File: src/rtl/bitlet_pkg.sv
// Shared constants and level-count helpers for the bitlet shift-add tree.
// rows_at() gives the row count entering a given 4:2 reduction level.
package bitlet_pkg;

  localparam int N_IN_DEF  = 24;
  localparam int W_IN_DEF  = 12;
  localparam int W_SUM_DEF = 48;

  // A lone group of 3 rows is padded with a zero row so the
  // reduction still converges (3 -> 2).
  function automatic int next_rows(input int r);
    return (r == 3) ? 2 : 2 * (r / 4) + (r % 4);
  endfunction

  function automatic int rows_at(input int n, input int lvl);
    int r;
    r = n;
    for (int k = 0; k < lvl; k++) r = next_rows(r);
    return r;
  endfunction

  function automatic int num_levels(input int n);
    int r;
    int lv;
    r  = n;
    lv = 0;
    for (int k = 0; k < 32; k++) begin
      if (r > 2) begin
        r  = next_rows(r);
        lv = lv + 1;
      end
    end
    return lv;
  endfunction

endpackage

File: src/rtl/bitlet_csa42.sv
// 4:2 carry-save compressor: a+b+c+d == sum+cry (mod 2^W).
// Ports: a,b,c,d rows in; sum row and carry row (already shifted) out.
module bitlet_csa42 #(
  parameter int W = 48
) (
  input  logic [W-1:0] a,
  input  logic [W-1:0] b,
  input  logic [W-1:0] c,
  input  logic [W-1:0] d,
  output logic [W-1:0] sum,
  output logic [W-1:0] cry
);

  logic [W-1:0] s1;
  logic [W-1:0] c1;

  always_comb begin
    s1  = a ^ b ^ c;
    c1  = ((a & b) | (a & c) | (b & c)) << 1;
    sum = s1 ^ d ^ c1;
    cry = ((s1 & d) | (s1 & c1) | (d & c1)) << 1;
  end

endmodule

File: src/rtl/bitlet_shift_add_tree.sv
// Pipelined shift-add reduction tree with group accumulator.
// Ports: clk/rst_n; in_vld/in_rdy/in_vec/in_shift/in_first/in_last;
//        out_vld/out_rdy/out_sum.
module bitlet_shift_add_tree
  import bitlet_pkg::*;
#(
  parameter int N_IN  = N_IN_DEF,
  parameter int W_IN  = W_IN_DEF,
  parameter int W_SUM = W_SUM_DEF
) (
  input  logic                   clk,
  input  logic                   rst_n,
  input  logic                   in_vld,
  output logic                   in_rdy,
  input  logic [N_IN*W_IN-1:0]   in_vec,
  input  logic                   in_shift,
  input  logic                   in_first,
  input  logic                   in_last,
  output logic                   out_vld,
  input  logic                   out_rdy,
  output logic [W_SUM-1:0]       out_sum
);

  localparam int LV = num_levels(N_IN);

  logic             en;
  logic             out_vld_q, out_vld_d;
  logic [W_SUM-1:0] acc_q, acc_d;

  logic [W_SUM-1:0] ext_rows [N_IN];
  logic [W_IN-1:0]  op;
  logic [W_SUM-1:0] sx;

  assign en     = !out_vld_q | out_rdy;
  assign in_rdy = en;

  always_comb begin
    op = '0;
    sx = '0;
    for (int i = 0; i < N_IN; i++) begin
      op = in_vec[i*W_IN +: W_IN];
      sx = {{(W_SUM-W_IN){op[W_IN-1]}}, op};
      ext_rows[i] = in_shift ? (sx << i) : sx;
    end
  end

  for (genvar l = 0; l < LV; l++) begin : g_lvl
    localparam int RI = rows_at(N_IN, l);
    localparam int RO = rows_at(N_IN, l + 1);
    localparam int NC = (RI == 3) ? 1 : RI / 4;
    localparam int NP = (RI == 3) ? 0 : RI % 4;

    logic [W_SUM-1:0] src   [RI];
    logic [W_SUM-1:0] row_d [RO];
    logic [W_SUM-1:0] row_q [RO];
    logic             src_vld, src_fst, src_lst;
    logic             vld_q, fst_q, lst_q;
    logic             vld_d, fst_d, lst_d;

    if (l == 0) begin : g_src
      for (genvar j = 0; j < RI; j++) begin : g_j
        assign src[j] = ext_rows[j];
      end
      assign src_vld = in_vld;
      assign src_fst = in_first;
      assign src_lst = in_last;
    end else begin : g_src
      for (genvar j = 0; j < RI; j++) begin : g_j
        assign src[j] = g_lvl[l-1].row_q[j];
      end
      assign src_vld = g_lvl[l-1].vld_q;
      assign src_fst = g_lvl[l-1].fst_q;
      assign src_lst = g_lvl[l-1].lst_q;
    end

    if (RI == 3) begin : g_c3
      bitlet_csa42 #(.W(W_SUM)) u_csa (
        .a   (src[0]),
        .b   (src[1]),
        .c   (src[2]),
        .d   ('0),
        .sum (row_d[0]),
        .cry (row_d[1])
      );
    end else begin : g_cn
      for (genvar c = 0; c < NC; c++) begin : g_c
        bitlet_csa42 #(.W(W_SUM)) u_csa (
          .a   (src[4*c+0]),
          .b   (src[4*c+1]),
          .c   (src[4*c+2]),
          .d   (src[4*c+3]),
          .sum (row_d[2*c]),
          .cry (row_d[2*c+1])
        );
      end
      for (genvar p = 0; p < NP; p++) begin : g_p
        assign row_d[2*NC+p] = src[4*NC+p];
      end
    end

    always_comb begin
      vld_d = vld_q;
      fst_d = fst_q;
      lst_d = lst_q;
      if (en) begin
        vld_d = src_vld;
        fst_d = src_fst;
        lst_d = src_lst;
      end
    end

    always_ff @(posedge clk or negedge rst_n) begin
      if (!rst_n) begin
        vld_q <= 1'b0;
        fst_q <= 1'b0;
        lst_q <= 1'b0;
      end else begin
        vld_q <= vld_d;
        fst_q <= fst_d;
        lst_q <= lst_d;
      end
    end

    // Row data is only observed through a valid stage.
    always_ff @(posedge clk) begin
      if (en) row_q <= row_d;
    end
  end

  logic             t_vld, t_fst, t_lst;
  logic [W_SUM-1:0] t_r0, t_r1;

  assign t_vld = g_lvl[LV-1].vld_q;
  assign t_fst = g_lvl[LV-1].fst_q;
  assign t_lst = g_lvl[LV-1].lst_q;
  assign t_r0  = g_lvl[LV-1].row_q[0];
  assign t_r1  = g_lvl[LV-1].row_q[1];

  always_comb begin
    acc_d     = acc_q;
    out_vld_d = out_vld_q;
    if (en) begin
      out_vld_d = t_vld & t_lst;
      if (t_vld) acc_d = (t_fst ? '0 : acc_q) + t_r1 + t_r0;
    end
  end

  always_ff @(posedge clk or negedge rst_n) begin
    if (!rst_n) begin
      acc_q     <= '0;
      out_vld_q <= 1'b0;
    end else begin
      acc_q     <= acc_d;
      out_vld_q <= out_vld_d;
    end
  end

  assign out_vld = out_vld_q;
  assign out_sum = acc_q;

endmodule

File: config.mk
export PLATFORM = sky130hd
export DESIGN_NAME = bitlet_shift_add_tree
export DESIGN_NICKNAME = d
export VERILOG_FILES = /design/src/rtl/bitlet_pkg.sv /design/src/rtl/bitlet_csa42.sv /design/src/rtl/bitlet_shift_add_tree.sv
export SDC_FILE = /design/constraint.sdc
export NUM_CORES = 2
export LEC_CHECK = 0
export ABC_AREA = 1
export BUFFER_PORTS_ARGS = -buffer_cell sky130_fd_sc_hd__buf_2
export CORE_MARGIN = 2
export CORE_UTILIZATION = 55
export DETAILED_ROUTE_END_ITERATION = 12
export GPL_TIMING_DRIVEN = 0
export HOLD_SLACK_MARGIN = 0.15
export PLACE_DENSITY = 0.77
export SETUP_SLACK_MARGIN = 0.02
export SYNTH_ARGS = -nofsm -noshare
export SYNTH_HDL_FRONTEND = slang
export SYNTH_SLANG_ARGS = --single-unit
File: constraint.sdc
create_clock -name clk -period 27.5 [get_ports clk]
set_input_delay 2.75 -clock clk [delete_from_list [all_inputs] [get_ports clk]]
set_output_delay 2.75 -clock clk [all_outputs]
set_load 0.02 [all_outputs]
# Yosys cells after proc, flatten, opt, wreduce, memory -nomap -nowiden
# Cells that the tools add are included.
# W data, S select, Z words.
[totals]
inputBits = 295
elab_cells = 222
register_bits = 1201
[classes]
n_bitwise = 156
add_sub_neg = 2
muxes = 24
n_reduce_logical = 2
[op_table]
columns = ["op", "count"]
rows = [
  ["$and A47 B47 Y47", 66],
  ["$xor A48 B48 Y48", 44],
  ["$or A47 B47 Y47", 44],
  ["$add A48 B48 Y48", 2],
  ["$mux W48", 1],
  ["$mux W34", 1],
  ["$mux W33", 1],
  ["$mux W32", 1],
  ["$mux W31", 1],
  ["$mux W30", 1],
  ["$mux W29", 1],
  ["$mux W28", 1],
  ["$mux W27", 1],
  ["$mux W26", 1],
  ["$mux W25", 1],
  ["$mux W24", 1],
  ["$mux W23", 1],
  ["$mux W22", 1],
  ["$mux W21", 1],
  ["$mux W20", 1],
  ["$mux W19", 1],
  ["$mux W18", 1],
  ["$mux W17", 1],
  ["$mux W16", 1],
  ["other kinds (8)", 8],
]

# Logic depth before layout (Yosys ltp)
[logic_depth]
ltp_word = 7
ltp_mapped = 18
depth_no_buf = 18

# Cells and area by module
# Synthesis repeated with hierarchy kept, for this count alone.
[unflattened]
hier_cells = 4445
hier_area_um2 = 67190.7
[modules_own_cells]
columns = ["mod", "area_per_inst_um2", "cells_per_inst", "instances", "seq_area_each_um2"]
rows = [
  ["bitlet_shift_add_tree", 45733.9, 3235, 1, 36119.6],
  ["bitlet_csa42", 1950.6, 110, 11, 0.0],
]

# Worst setup path after synthesis
# Ideal clock, no wire load.
[synth_timing]
kind = "input -> output"
startpoint = "in out_rdy"
endpoint = "out in_rdy"
required_ns = 24.750
stages = 3
n_path_buf = 1
arrival_time_ns = 20.535
slack_ns = 4.215
path_cell_list = "nor2_1 > inv_1 > clkbuf_1"
[synth_between]
elab_chain_len = 1
[synth_rtl]
columns = ["element", "line", "rtl"]
rows = [
  ["start, declared", "bitlet_shift_add_tree.sv:20", "input logic out_rdy,"],
  ["$or A1 B1 Y1", "bitlet_shift_add_tree.sv:34", "assign en = !out_vld_q | out_rdy;"],
  ["end, declared", "bitlet_shift_add_tree.sv:14", "output logic in_rdy,"],
]
# No other way between the ends.

# Final worst setup path
# Same ends and word-level chain as after synthesis.

==> run metrics <==
status=completed; Multi-input gate area=0.0185 mm2; global route overflow=0; area grow syn2layout=13.6%; CTS Buffer Depth=3; Root Buffer=clkbuf_16; Post-Route WL=120 mm; Finish-stage setup viols=0; Clock transition at path regs=0.06 ns; Net count, final=4817; DP Worst Slack=19.93 ns; Worst R2R Path Depth=14; CTS tree=built; Chip Height=281 um; Mapped Nets=4384; register area=0.0208 mm2; Ys Warns=0; number of flops mapped to enable cells by yosys=642; min-delay src=g_lvl[1].row_q[78]; Main synth FF type=edfxtp_1; placed cell count=4821; initial antenna violation count=14; Fin Clk Skew=0.0308 ns; Pwr Total=7.14 mW; average vias per placed instance=5.35; Synth top area share=0.457; # IOs=345; Top cell by count, worst path=buf_16; CP peak stage delay=0.31 ns; Seq/Total Area, Yosys=0.493; RSZ-0062 raised after global routing=no; Slew @ Worst Pin=1.21 ns; die area=0.0790 mm2; Iter 0 DRT Violations=2808; Clock Latency Late Sink=0.64 ns; slowest CP cell=buf_16; period utilization=0.275; synth cell count leaders=654 x inv_1, 642 x edfxtp_1, 590 x fa_1; number of global-route vias before repair=28100; count of different cell masters after synthesis=34; H-tree Lvls=3; Syn Std Cell Area=0.0422 mm2; post-synthesis area per instance=12.3 um2; setup bufs post-CTS=0; Num CTS Buffers=76; WHS Path Cells=0; total number of vias=26500; Worst setup EP type=primary output; worst vdd ir=0.0000692 V; fraction of registers with async set/reset=0.0868; Arr. time, crit path=4.80 ns; fin cells=4963; All-Layer GR Usage=0.314; DP Wirelength=96.9 mm; FP Rows=101; die width=281 um; #FFs+latches synth=703; cts hold-fix bufs=0; Power Density=149 mW/mm2; Synth Instances=3436; I/O Buffers=344; worst r2r src=g_lvl[3].fst_q; cell breakdown of the critical path=buf_2 -> nor2_1 -> inv_1 -> clkbuf_4 -> buf_16 -> buf_16 -> buf_16 -> buf_12 -> buf_2; Tightest Hold Check Type=reg -> reg; Hold Path End=g_lvl[2].row_q[78]; setup ws final=19.95 ns; Starting Density=0.556; Startpoint Class=input pin; max cap viols=0; Fill cells=5752; DRT Pass-1 Iters=8; WL/cell=24.2 um; Worst slew margin=0.196; RePlAce Congestion=1.02; Post-route DRC=0; Core ar.=0.0759 mm2; pin count of the biggest net entering global routing=76; min Tclk post-route=7.55 ns; most common cell in the synthesized netlist=inv_1; clock sinks=703; global-route wire length before repair=176 mm; top cells by area, synth=edfxtp_1 46%, fa_1 28%, inv_1 5.8%, nand2_1 5.1%, dfrtp_1 3.6%; proportion of layout cells with a drive suffix above 1=0.150; Crit Reg-Reg Endpoint=out_sum[29]; Hold Violations, Final=0; Post-CTS Resized=0; R2R Setup Slk=23.50 ns; CP Max Fanout=57; Slew Viols, Final=0; Max Freq=132 MHz; Final ANT Viol Nets=0; Worst Path Required=24.75 ns; Leak=21.8 nW; area leader, netlist=edfxtp_1; worst setup path class=in -> out
## metal layers
| layer | track usage | part of all wire |
|---|---|---|
| met1 | 0.410 | 0.38 |
| met2 | 0.516 | 0.48 |
| met3 | 0.0676 | 0.086 |
| met4 | 0.128 | 0.046 |
| met5 | 0 | 0.00057 |
## kinds of logic (layout without fill, tap and decap cells)
group                      Yosys count  in the layout  synth area share
adders and majority gates          653            653             0.298
AOI/OAI and AO/OA                  295            295            0.0356
buffers and inverters              747           1238            0.0679
other                                0              6                 0
muxes                                4              4          0.000948
and+or+nand+nor                   1009           1009            0.0991
xor gates and xnor gates            25             25           0.00519
DFF                                703            703             0.493
## flip-flops by register name, indices dropped and copies added, names as in the netlist
register,count
g_lvl.row_q,569
out_sum,48
t_r0,37
t_r1,36
g_lvl.fst_q,4
g_lvl.lst_q,4
g_lvl.vld_q,4
out_vld,1
## final cells by class
cell class                      instances  share of cell area
Timing Repair Buffer                  355              0.0420
Inverter                              664              0.0520
Clock buffer                           92              0.0414
Buffer                                 83             0.00788
Antenna cell                            6            0.000313
Sequential cell                       703               0.434
Multi-Input combinational cell       1986               0.387
Clock inverter                         44             0.00918
Tap cell                             1030              0.0269
## critical path, delay by kind of cell
family / cells / cell delay, ns
buffers and inverters: 8 / 1.84
AND/OR/NAND/NOR: 1 / 0.08
## power breakdown
group          leakage (nW)  total [mW]  switching, mW  internal, mW
sequential             7.54        2.35          0.352          2.00
clock                  1.18        1.01          0.431         0.575
combinational          13.0        3.78           2.36          1.42
total                  21.8        7.14           3.14          3.99
## metrics by stage
step	instance area, um2	utilization	setup TNS (ns)	hold slack, ns
floorplan	42200	-	0	0.400
global route	47900	0.631	0	0.418
finish	48000	0.631	0	0.408
detailed placement	45500	0.599	0	0.405
global placement	45200	0.595	-346.45	0.400
CTS	47900	0.631	0	0.408
## layout by cell type, fill, tap and decap left out, types with 11 or more instances in the layout
| cell | count |
|---|---|
| inv_1 | 654 |
| edfxtp_1 | 642 |
| fa_1 | 590 |
| nand2_1 | 569 |
| buf_2 | 390 |
| nor2_1 | 289 |
| a21oi_1 | 189 |
| o21ai_0 | 87 |
| clkbuf_16 | 77 |
| nand3_1 | 63 |
| ha_1 | 63 |
| dfrtp_1 | 61 |
| clkbuf_1 | 47 |
| nor2_2 | 24 |
| nand2_2 | 24 |
| xnor2_1 | 22 |
| clkinv_1 | 18 |
| o21ai_1 | 12 |
| clkinv_2 | 11 |
## worst max path at each step
stage / startpoint / to / slack, ns / cells after the start
after floorplan: out_rdy / in_rdy / 4.21 / 3
after global placement: out_rdy / in_rdy / -4.63 / 5
after detailed placement: out_rdy / in_rdy / 19.93 / 9
after CTS: out_rdy / in_rdy / 19.94 / 9
after global routing: out_rdy / in_rdy / 19.80 / 9
final: out_rdy / in_rdy / 19.95 / 9
Power figures use the tool's default switching activity.
